--- src/rtl/mux_uart_tx.sv ---
// -----------------------------------------------------------------------------
// mux_uart_tx
//
// Bus-attached transmit-only UART for diagnostic MUX channel 0. CPU writes to
// the data register (BASE_ADDR+1) are queued in a small FIFO and sent as 8N1
// frames on tx. A CPU read of BASE_ADDR returns the status byte that the ROM
// polls before each write.
//
// Status byte: bit1 = FIFO not full, bit3 = idle (FIFO empty and no frame in
// progress), bit7 = sticky overflow. All other bits are zero. A write of any
// value to BASE_ADDR clears overflow.
//
// Ports:
//   clock    in   system clock, rising edge
//   reset    in   synchronous, active-high
//   address  in   [18:0] CPU address bus
//   write_en in   CPU write strobe
//   data_in  in   [7:0] CPU write data
//   data_out out  [7:0] read data, combinational from address
//   sel      out  address hits the status or the data register
//   tx       out  serial output, idle high
//   busy     out  FIFO non-empty or a frame in progress
//
// Optional build macro MUX_UART_TRACE_EN: prints each accepted byte (masked
// to 7 bits, printable / TAB / LF / CR only) to the simulation console. It
// adds no hardware.
// -----------------------------------------------------------------------------
module mux_uart_tx #(
    parameter logic [18:0] BASE_ADDR    = 19'h3f200,
    parameter int          CLKS_PER_BIT = 16,
    parameter int          FIFO_DEPTH   = 4,
    parameter int          FIFO_AW      = 2
) (
    input  logic        clock,
    input  logic        reset,
    input  logic [18:0] address,
    input  logic        write_en,
    input  logic [7:0]  data_in,
    output logic [7:0]  data_out,
    output logic        sel,
    output logic        tx,
    output logic        busy
);

    localparam logic [18:0]      DATA_ADDR   = BASE_ADDR + 19'd1;
    localparam int               TW          = $clog2(CLKS_PER_BIT);
    localparam logic [TW-1:0]    TIMER_LAST  = TW'(CLKS_PER_BIT - 1);
    localparam logic [FIFO_AW:0] DEPTH_COUNT = (FIFO_AW + 1)'(FIFO_DEPTH);
    localparam logic [FIFO_AW:0] COUNT_ONE   = (FIFO_AW + 1)'(1);

    typedef enum logic [1:0] {
        IDLE  = 2'd0,
        START = 2'd1,
        DATA  = 2'd2,
        STOP  = 2'd3
    } state_t;

    // FIFO storage and pointers
    logic [7:0]         fifo_mem [FIFO_DEPTH];
    logic [FIFO_AW-1:0] wr_ptr_reg, wr_ptr_next;
    logic [FIFO_AW-1:0] rd_ptr_reg, rd_ptr_next;
    logic [FIFO_AW:0]   count_reg, count_next;
    logic               overflow_reg, overflow_next;

    // Transmitter
    state_t             state_reg, state_next;
    logic [TW-1:0]      timer_reg, timer_next;
    logic [2:0]         bit_idx_reg, bit_idx_next;
    logic [7:0]         shift_reg, shift_next;
    logic               tx_reg, tx_next;

    logic stat_hit, data_hit;
    logic fifo_full, fifo_empty;
    logic push, pop;
    logic tx_idle;
    logic [7:0] status;

    // -------------------------------------------------------------------------
    // Bus decode and status
    // -------------------------------------------------------------------------
    assign stat_hit   = (address == BASE_ADDR);
    assign data_hit   = (address == DATA_ADDR);
    assign fifo_full  = (count_reg == DEPTH_COUNT);
    assign fifo_empty = (count_reg == '0);
    assign tx_idle    = fifo_empty && (state_reg == IDLE);

    // Full is judged on the count before this edge, so a pop on the same edge
    // does not make room for the byte.
    assign push = write_en && data_hit && !fifo_full;

    assign status   = {overflow_reg, 3'b000, tx_idle, 1'b0, !fifo_full, 1'b0};
    assign data_out = stat_hit ? status : 8'h00;
    assign sel      = stat_hit || data_hit;
    assign tx       = tx_reg;
    assign busy     = !tx_idle;

    // -------------------------------------------------------------------------
    // FIFO bookkeeping
    // -------------------------------------------------------------------------
    always_comb begin
        wr_ptr_next   = wr_ptr_reg;
        rd_ptr_next   = rd_ptr_reg;
        count_next    = count_reg;
        overflow_next = overflow_reg;

        // Pointers are exactly FIFO_AW bits wide, so they wrap on their own.
        if (push) begin
            wr_ptr_next = wr_ptr_reg + 1'b1;
        end
        if (pop) begin
            rd_ptr_next = rd_ptr_reg + 1'b1;
        end

        unique case ({push, pop})
            2'b10:   count_next = count_reg + COUNT_ONE;
            2'b01:   count_next = count_reg - COUNT_ONE;
            default: count_next = count_reg;
        endcase

        if (write_en && data_hit && fifo_full) begin
            overflow_next = 1'b1;
        end else if (write_en && stat_hit) begin
            overflow_next = 1'b0;
        end
    end

    // Storage has no reset so it maps onto distributed/block RAM; the read
    // side is registered through shift_reg.
    always_ff @(posedge clock) begin
        if (push) begin
            fifo_mem[wr_ptr_reg] <= data_in;
        end
    end

    // -------------------------------------------------------------------------
    // Transmit FSM
    // -------------------------------------------------------------------------
    always_comb begin
        state_next   = state_reg;
        timer_next   = timer_reg;
        bit_idx_next = bit_idx_reg;
        shift_next   = shift_reg;
        pop          = 1'b0;

        unique case (state_reg)
            IDLE: begin
                if (!fifo_empty) begin
                    pop        = 1'b1;
                    shift_next = fifo_mem[rd_ptr_reg];
                    timer_next = '0;
                    state_next = START;
                end
            end
            START: begin
                if (timer_reg == TIMER_LAST) begin
                    timer_next   = '0;
                    bit_idx_next = 3'd0;
                    state_next   = DATA;
                end else begin
                    timer_next = timer_reg + 1'b1;
                end
            end
            DATA: begin
                if (timer_reg == TIMER_LAST) begin
                    timer_next = '0;
                    shift_next = {1'b0, shift_reg[7:1]};
                    if (bit_idx_reg == 3'd7) begin
                        state_next = STOP;
                    end else begin
                        bit_idx_next = bit_idx_reg + 3'd1;
                    end
                end else begin
                    timer_next = timer_reg + 1'b1;
                end
            end
            STOP: begin
                if (timer_reg == TIMER_LAST) begin
                    timer_next = '0;
                    // Chain straight into the next start bit when data waits.
                    if (!fifo_empty) begin
                        pop        = 1'b1;
                        shift_next = fifo_mem[rd_ptr_reg];
                        state_next = START;
                    end else begin
                        state_next = IDLE;
                    end
                end else begin
                    timer_next = timer_reg + 1'b1;
                end
            end
            default: begin
                state_next = IDLE;
            end
        endcase

        // Line level is registered from the next state, so tx changes on the
        // same edge as the state and carries no decode glitches.
        unique case (state_next)
            START:   tx_next = 1'b0;
            DATA:    tx_next = shift_next[0];
            default: tx_next = 1'b1;
        endcase
    end

    always_ff @(posedge clock) begin
        if (reset) begin
            wr_ptr_reg   <= '0;
            rd_ptr_reg   <= '0;
            count_reg    <= '0;
            overflow_reg <= 1'b0;
            state_reg    <= IDLE;
            timer_reg    <= '0;
            bit_idx_reg  <= 3'd0;
            shift_reg    <= 8'h00;
            tx_reg       <= 1'b1;
        end else begin
            wr_ptr_reg   <= wr_ptr_next;
            rd_ptr_reg   <= rd_ptr_next;
            count_reg    <= count_next;
            overflow_reg <= overflow_next;
            state_reg    <= state_next;
            timer_reg    <= timer_next;
            bit_idx_reg  <= bit_idx_next;
            shift_reg    <= shift_next;
            tx_reg       <= tx_next;
        end
    end

`ifdef MUX_UART_TRACE_EN
    // Console echo of accepted bytes, matching the system bench's UART hook.
    task automatic trace_char(input logic [7:0] value);
        logic [7:0] ch;
        ch = value & 8'h7f;
        if (ch >= 8'd32 || ch == 8'd9 || ch == 8'd10 || ch == 8'd13) begin
            $write("%c", ch);
        end
    endtask

    always_ff @(posedge clock) begin
        if (!reset && push) begin
            trace_char(data_in);
        end
    end
`endif

endmodule
--- config.mk ---
export PLATFORM = sky130hd
export DESIGN_NAME = mux_uart_tx
export DESIGN_NICKNAME = d
export VERILOG_FILES = /design/src/rtl/mux_uart_tx.sv
export SDC_FILE = /design/constraint.sdc
export NUM_CORES = 1
export LEC_CHECK = 0
export ABC_AREA = 1
export CAP_MARGIN = 25
export CORE_MARGIN = 4
export CORE_UTILIZATION = 56
export CTS_CLUSTER_DIAMETER = 100
export DETAILED_ROUTE_END_ITERATION = 8
export PLACE_DENSITY = 0.83
export SLEW_MARGIN = 20
export SYNTH_ARGS = -nofsm -noshare
export SYNTH_HDL_FRONTEND = slang
export SYNTH_SLANG_ARGS = --single-unit
--- constraint.sdc ---
create_clock -name clock -period 3.1 [get_ports clock]
set_clock_uncertainty 0.15 [all_clocks]
set_input_delay 0.31 -clock clock [delete_from_list [all_inputs] [get_ports clock]]
set_output_delay 0.31 -clock clock [all_outputs]
set_load 0.005 [all_outputs]
# After elaboration in Yosys (flattened, before gate mapping)
# Memories as Yosys holds them, arrays and structs flattened. A register that Yosys moved wholly into a read port is not among the register bits.
# Cells that the tools add are included.
[classes] add_sub_neg=6 eq_ne=17 muxes=30 reduce_logical=17
[ops] cell="19-bit by 18-bit == test with 1-bit output, second input constant" n=2
[ops] cell="8-bit two-way mux" n=4
[ops] cell="8-bit case mux with 3 select lines" n=1
[ops] cell="2-bit two-way mux" n=7
[ops] cell="3-bit case mux with 2 select lines" n=2
[ops] cell="2-bit != test, second input constant" n=5
[ops] cell="3-bit two-way mux" n=3
[ops] cell="2-bit == test, second input constant" n=4
[ops] cell="4-bit two-way mux" n=2
[ops] cell="2-bit case mux with 4 select lines" n=1
[ops] cell="4-bit case mux with 2 select lines" n=1
[ops] cell="1-bit two-way mux" n=7
[ops] cell="3-bit by 1-bit adder with 3-bit output, second input constant" n=2
[ops] cell="2-bit by 1-bit == test with 1-bit output, second input constant" n=3
[ops] cell="3-bit == test, second input constant" n=2
[ops] cell="2-bit nonzero test" n=3
[ops] cell="1-bit logical AND" n=5
[ops] cell="2-bit by 1-bit adder with 2-bit output, second input constant" n=2
[ops] cell="4-bit by 1-bit adder with 4-bit output, second input constant" n=1
[ops] cell="4-bit == test, second input constant" n=1
[ops] cell="1-bit case mux with 2 select lines" n=2
[ops] cell="4-bit AND reduction" n=1
[ops] cell="3-bit zero test" n=1
[ops] cell="3-bit AND reduction" n=1
[ops] cell="6 further kinds" n=7
[word_totals] ramBits=32 ff_bits=26 memories=1 elab_cells=81
[memory_table] memory="fifo_mem" depth=4 word_bits=8 rd=1 rd_ports_with_merged_regs=1 write_ports=1 line_no="59" rtl="logic [7:0] fifo_mem [FIFO_DEPTH];"

# Logic depth before layout (Yosys ltp)
[logic_depth] ltp_word=6 ltp_mapped=14

# Worst setup path before layout
# No wires, ideal clock.
[synth_path] kind="register -> register" startpoint="reg state_reg[1]" endpoint="reg count_reg[2]" path_stages_with_launch=13 path_buffers=0 t_arrival_ns=2.009 setup_time_ns=0.122 synth_period_minus_slack_ns=2.281 t_required_ns=2.828 slack_ns=0.819 cell_sequence="dfxtp_1 > inv_1 > ha_1 > inv_1 > nand2_4 > inv_2 > ha_1 > inv_1 > fa_1 > a21oi_1 > o21ai_0 > o21ai_0 > a21oi_1"
[synth_via] elab_chain_cells=4
[synth_lines] item="from (decl)" line_no="66" rtl="state_t state_reg, state_next;"
[synth_lines] item="from (signal assigned)" line_no="221" rtl="state_reg <= state_next;"
[synth_lines] item="2-bit == test or 2-bit zero test (tied branches)" line_no="145" rtl="unique case (state_reg)"
[synth_lines] item="1-bit case mux with 2 select lines *" line_no="145"
[synth_lines] item="net pop" line_no="74" rtl="logic push, pop;"
[synth_lines] item="2-bit by 1-bit == test with 1-bit output or 2-bit == test (tied branches)" line_no="114" rtl="unique case ({push, pop})"
[synth_lines] item="3-bit case mux with 2 select lines or 2-bit nonzero test (tied branches)"
[synth_lines] item="to (signal assigned)" line_no="219" rtl="count_reg <= count_next;"
[synth_lines] item="to (decl)" line_no="62" rtl="logic [FIFO_AW:0] count_reg, count_next;"
# The timed path passes the listed nets; every way through them passes the cells marked *.
# A chain may end at the register's enable or synchronous reset.

# Worst setup path in the final report
[layout_path] startpoint="reg state_reg[1]" endpoint="out data_out[3]"
[layout_via] elab_chain_cells=3
[layout_lines] item="2-bit zero test" line_no="85" rtl="assign tx_idle = fifo_empty && (state_reg == IDLE);"
[layout_lines] item="1-bit logical AND" line_no="85"
[layout_lines] item="8-bit two-way mux" line_no="92" rtl="assign data_out = stat_hit ? status : 8'h00;"
[layout_lines] item="to (decl)" line_no="39" rtl="output logic [7:0] data_out,"
# Every way passes these cells.

==> summary.md <==
| Metric | Value |
|---|---|
| DP HPWL | `4.74 mm` |
| Non-filler cells, final | `528` |
| Cell Area, Synth | `3300 um^2` |
| CP max stage delay | `0.52 ns` |
| H-tree levels | `3` |
| Layout net count | `496` |
| Cell Pwr Density | `691 nW/um^2` |
| Hold bufs inserted after CTS | `0` |
| Final core occ | `0.697` |
| Fillers | `464` |
| Gate Count Post-Synth | `409` |
| Met1 wire length | `2.87 mm` |
| Clock Latency Late Sink | `0.33 ns` |
| First-pass GRT wire length | `11.3 mm` |
| Drc violations | `0` |
| Vias per std cell | `5.03` |
| Critical hold path startpoint | `bit_idx_reg[1]$_SDFFE_PP0P_` |
| Number of DRC markers after the initial detailed-route iteration | `161` |
| Hold_ws | `0.319 ns` |
| Inst Count DP | `513` |
| IR Drop Worst-Case VDD | `0.410 mV` |
| Outcome | `complete, no violations` |
| Reg2reg path depth | `14` |
| Max reg flops | `32` |
| GRT overflow | `0` |
| CTS tree | `yes` |
| # rows | `27` |
| Die area | `7190 um^2` |
| Post-route clock period utilization | `0.814` |
| Seq/Total Area, Yosys | `0.461` |
| Min Tclk post-route | `2.52 ns` |
| Input/output buffers | `35` |
| Critical Path Start | `state_reg[1]$_SDFF_PP0_` |
| Max Fclk | `396 MHz` |
| DRT Wirelength | `6.63 mm` |
| Number of diodes | `0` |
| Setup crit start kind | `register` |
| Arrival @ worst endpoint | `2.06 ns` |
| Placeable core region | `5610 um^2` |
| Antenna violations before repair | `0` |
| Synth-to-layout area growth | `18.4%` |
| Crit-path cells | `inv_1, ha_1, nand3_2, nor2_1, clkdlybuf4s50_1` |
| Top layer in use | `met4` |
| Die span in x | `84.8 um` |
| Yosys warnings | `0` |
| Slew Limit Fails | `0` |
| Pre-CTS WS | `0.543 ns` |
| RSZ-0062 raised after global routing | `false` |
| Slowest stage cell, crit path | `clkdlybuf4s50_1` |
| CTS resizes | `0` |
| RD Place Congestion | `0.873` |
| Final Hold Vio Count | `0` |
| Gr usage total | `0.198` |
| Critical path data required time | `2.64 ns` |
| Synth Register Bits | `60` |
| Worst setup EP type | `primary output` |
| Pin count of the biggest net entering global routing | `19` |
| First-pass DRT Iterations | `4` |
| LEAKAGE | `1.70 nW` |
| Final setup fails | `0` |
| Num CTS Buffers | `9` |
| Die Span Y | `84.8 um` |
| CTS sink cnt | `60` |
| Worst-case clock buffer depth | `2` |
| HP Class | `reg2reg` |
| Syn avg cell area | `8.07 um^2` |
| Met2 Wirelength | `3.17 mm` |
| Initial Utilization | `0.589` |
| Distinct cells, synth | `42` |
| Layout cells sized above 1 | `0.121` |
| Rel. slew slack | `0.571` |
| Hold Path Depth | `2` |
| Routed len/inst | `12.6 um` |
| Vias in the first global route | `2,669` |
| Worst-Margin Slew | `0.643 ns` |
| I/O Pins | `41` |
| Vias | `2,657` |
| Final WS setup | `0.576 ns` |
| Clock Tree Root | `clkbuf_8` |
| DRT antenna net count | `0` |
| Crit path max fanout | `10` |
| Crit Path Class | `reg2out` |
| Max-cap violations | `0` |
| Worst r2r src | `timer_reg[0]$_SDFFE_PP0P_` |
| Setup bufs post-CTS | `0` |
| Met3 Wirelength | `381 um` |
| Clock transition at the registers of the reported paths | `0.07 ns` |
| Total negative setup slack | `0 ns` |
[power by group]
part	total, mW	switching (mW)	internal, mW	leakage, nW
sequential	0.978	0.0785	0.899	0.513
clock	0.735	0.294	0.441	0.100
combinational	0.990	0.631	0.358	1.08
[final cells by class]
class	instances	area [um^2]	share of cell area
sequential	60	1520	0.389
multi-input combinational	276	1460	0.373
timing repair buffer	40	388	0.0992
inverter	65	246	0.0630
clock buffer	9	124	0.0317
tap	72	90.1	0.0230
clock inverter	6	80.1	0.0205
[stage by stage]
step	instance area [um^2]	total power, mW
after floorplan	3320	1.75
after CTS	3910	2.72
after global routing	3910	2.90
after global placement	3710	1.93
final	3910	2.70
after detailed placement	3710	1.97
[final timing paths]
check | to | slack [ns]
max | data_out[3] | 0.58
min | bit_idx_reg[1]$_SDFFE_PP0P_ | 0.32
max reg2reg | count_reg[2]$_SDFFE_PP0P_ | 0.60
min reg2reg | bit_idx_reg[1]$_SDFFE_PP0P_ | 0.32
[worst max-delay path: cells and delay by family, from the launching register on]
kind | cells | cell delay [ns]
adders and majority gates | 1 | 0.25
buffers and inverters | 2 | 0.72
and+or+nand+nor | 2 | 0.38
DFF | 1 | 0.39
[metal layers]
metal	GRT usage	vias up
met1	0.243	1198
met4	0.106	0
li1	-	1356
met5	0	-
met3	0.0451	18
met2	0.323	85
[cells by family (layout without fill, tap and decap cells)]
kind of cell             after synthesis  count (layout)  share of synthesized area
buffers and inverters                 77             120                      0.102
AND/OR/NAND/NOR                      224             224                      0.309
flip-flops                            60              60                      0.461
adder cells (fa/ha/maj)               14              14                     0.0553
XOR/XNOR                               2               2                    0.00758
AO/OA/AOI/OAI                         31              31                     0.0648
other                                  1               5                    0.00114
[cells in the mapped netlist]
master / n / area, um^2
nand3_2: 2 / 20.0
nor3_1: 2 / 10.0
fa_1: 1 / 20.0
nand3_1: 26 / 130
a21oi_2: 8 / 70.1
nand3_4: 1 / 17.5
a211oi_1: 1 / 7.51
inv_1: 58 / 218
or2_2: 1 / 6.26
nor4_1: 1 / 6.26
buf_2: 2 / 10.0
a21oi_1: 10 / 50.1
o21ai_1: 1 / 5.00
nor2_2: 1 / 6.26
edfxtp_1: 32 / 961
nand2_2: 5 / 31.3
nor3_4: 1 / 16.3
buf_1: 1 / 3.75
o21ai_4: 1 / 16.3
nand4_1: 3 / 18.8
conb_1: 1 / 3.75
buf_4: 7 / 52.6
o21ai_0: 6 / 30.0
a31oi_1: 1 / 6.26
nor2_1: 34 / 128
nand2_1: 139 / 522
dfxtp_1: 28 / 561
nor2_8: 1 / 20.0
ha_1: 13 / 163
a22oi_1: 1 / 7.51
clkinv_1: 1 / 3.75
o21ai_2: 1 / 8.76
a211oi_2: 1 / 12.5
nand4_4: 1 / 21.3
xor2_2: 1 / 16.3
xor2_1: 1 / 8.76
nor2_4: 3 / 33.8
inv_2: 5 / 18.8
buf_6: 2 / 22.5
nand2_4: 2 / 22.5
inv_4: 1 / 6.26
nor3_2: 1 / 10.0
[cell usage in the layout (no fill, tap or decap), types with 6 or more instances in the layout]
| cell type | count |
|---|---|
| a21oi_1 | 10 |
| clkbuf_8 | 9 |
| inv_1 | 58 |
| a21oi_2 | 8 |
| nor2_1 | 34 |
| dfxtp_1 | 28 |
| clkdlybuf4s50_1 | 35 |
| nand2_1 | 139 |
| nand3_1 | 26 |
| edfxtp_1 | 32 |
| o21ai_0 | 6 |
| ha_1 | 13 |
Power figures use the tool's default switching activity.
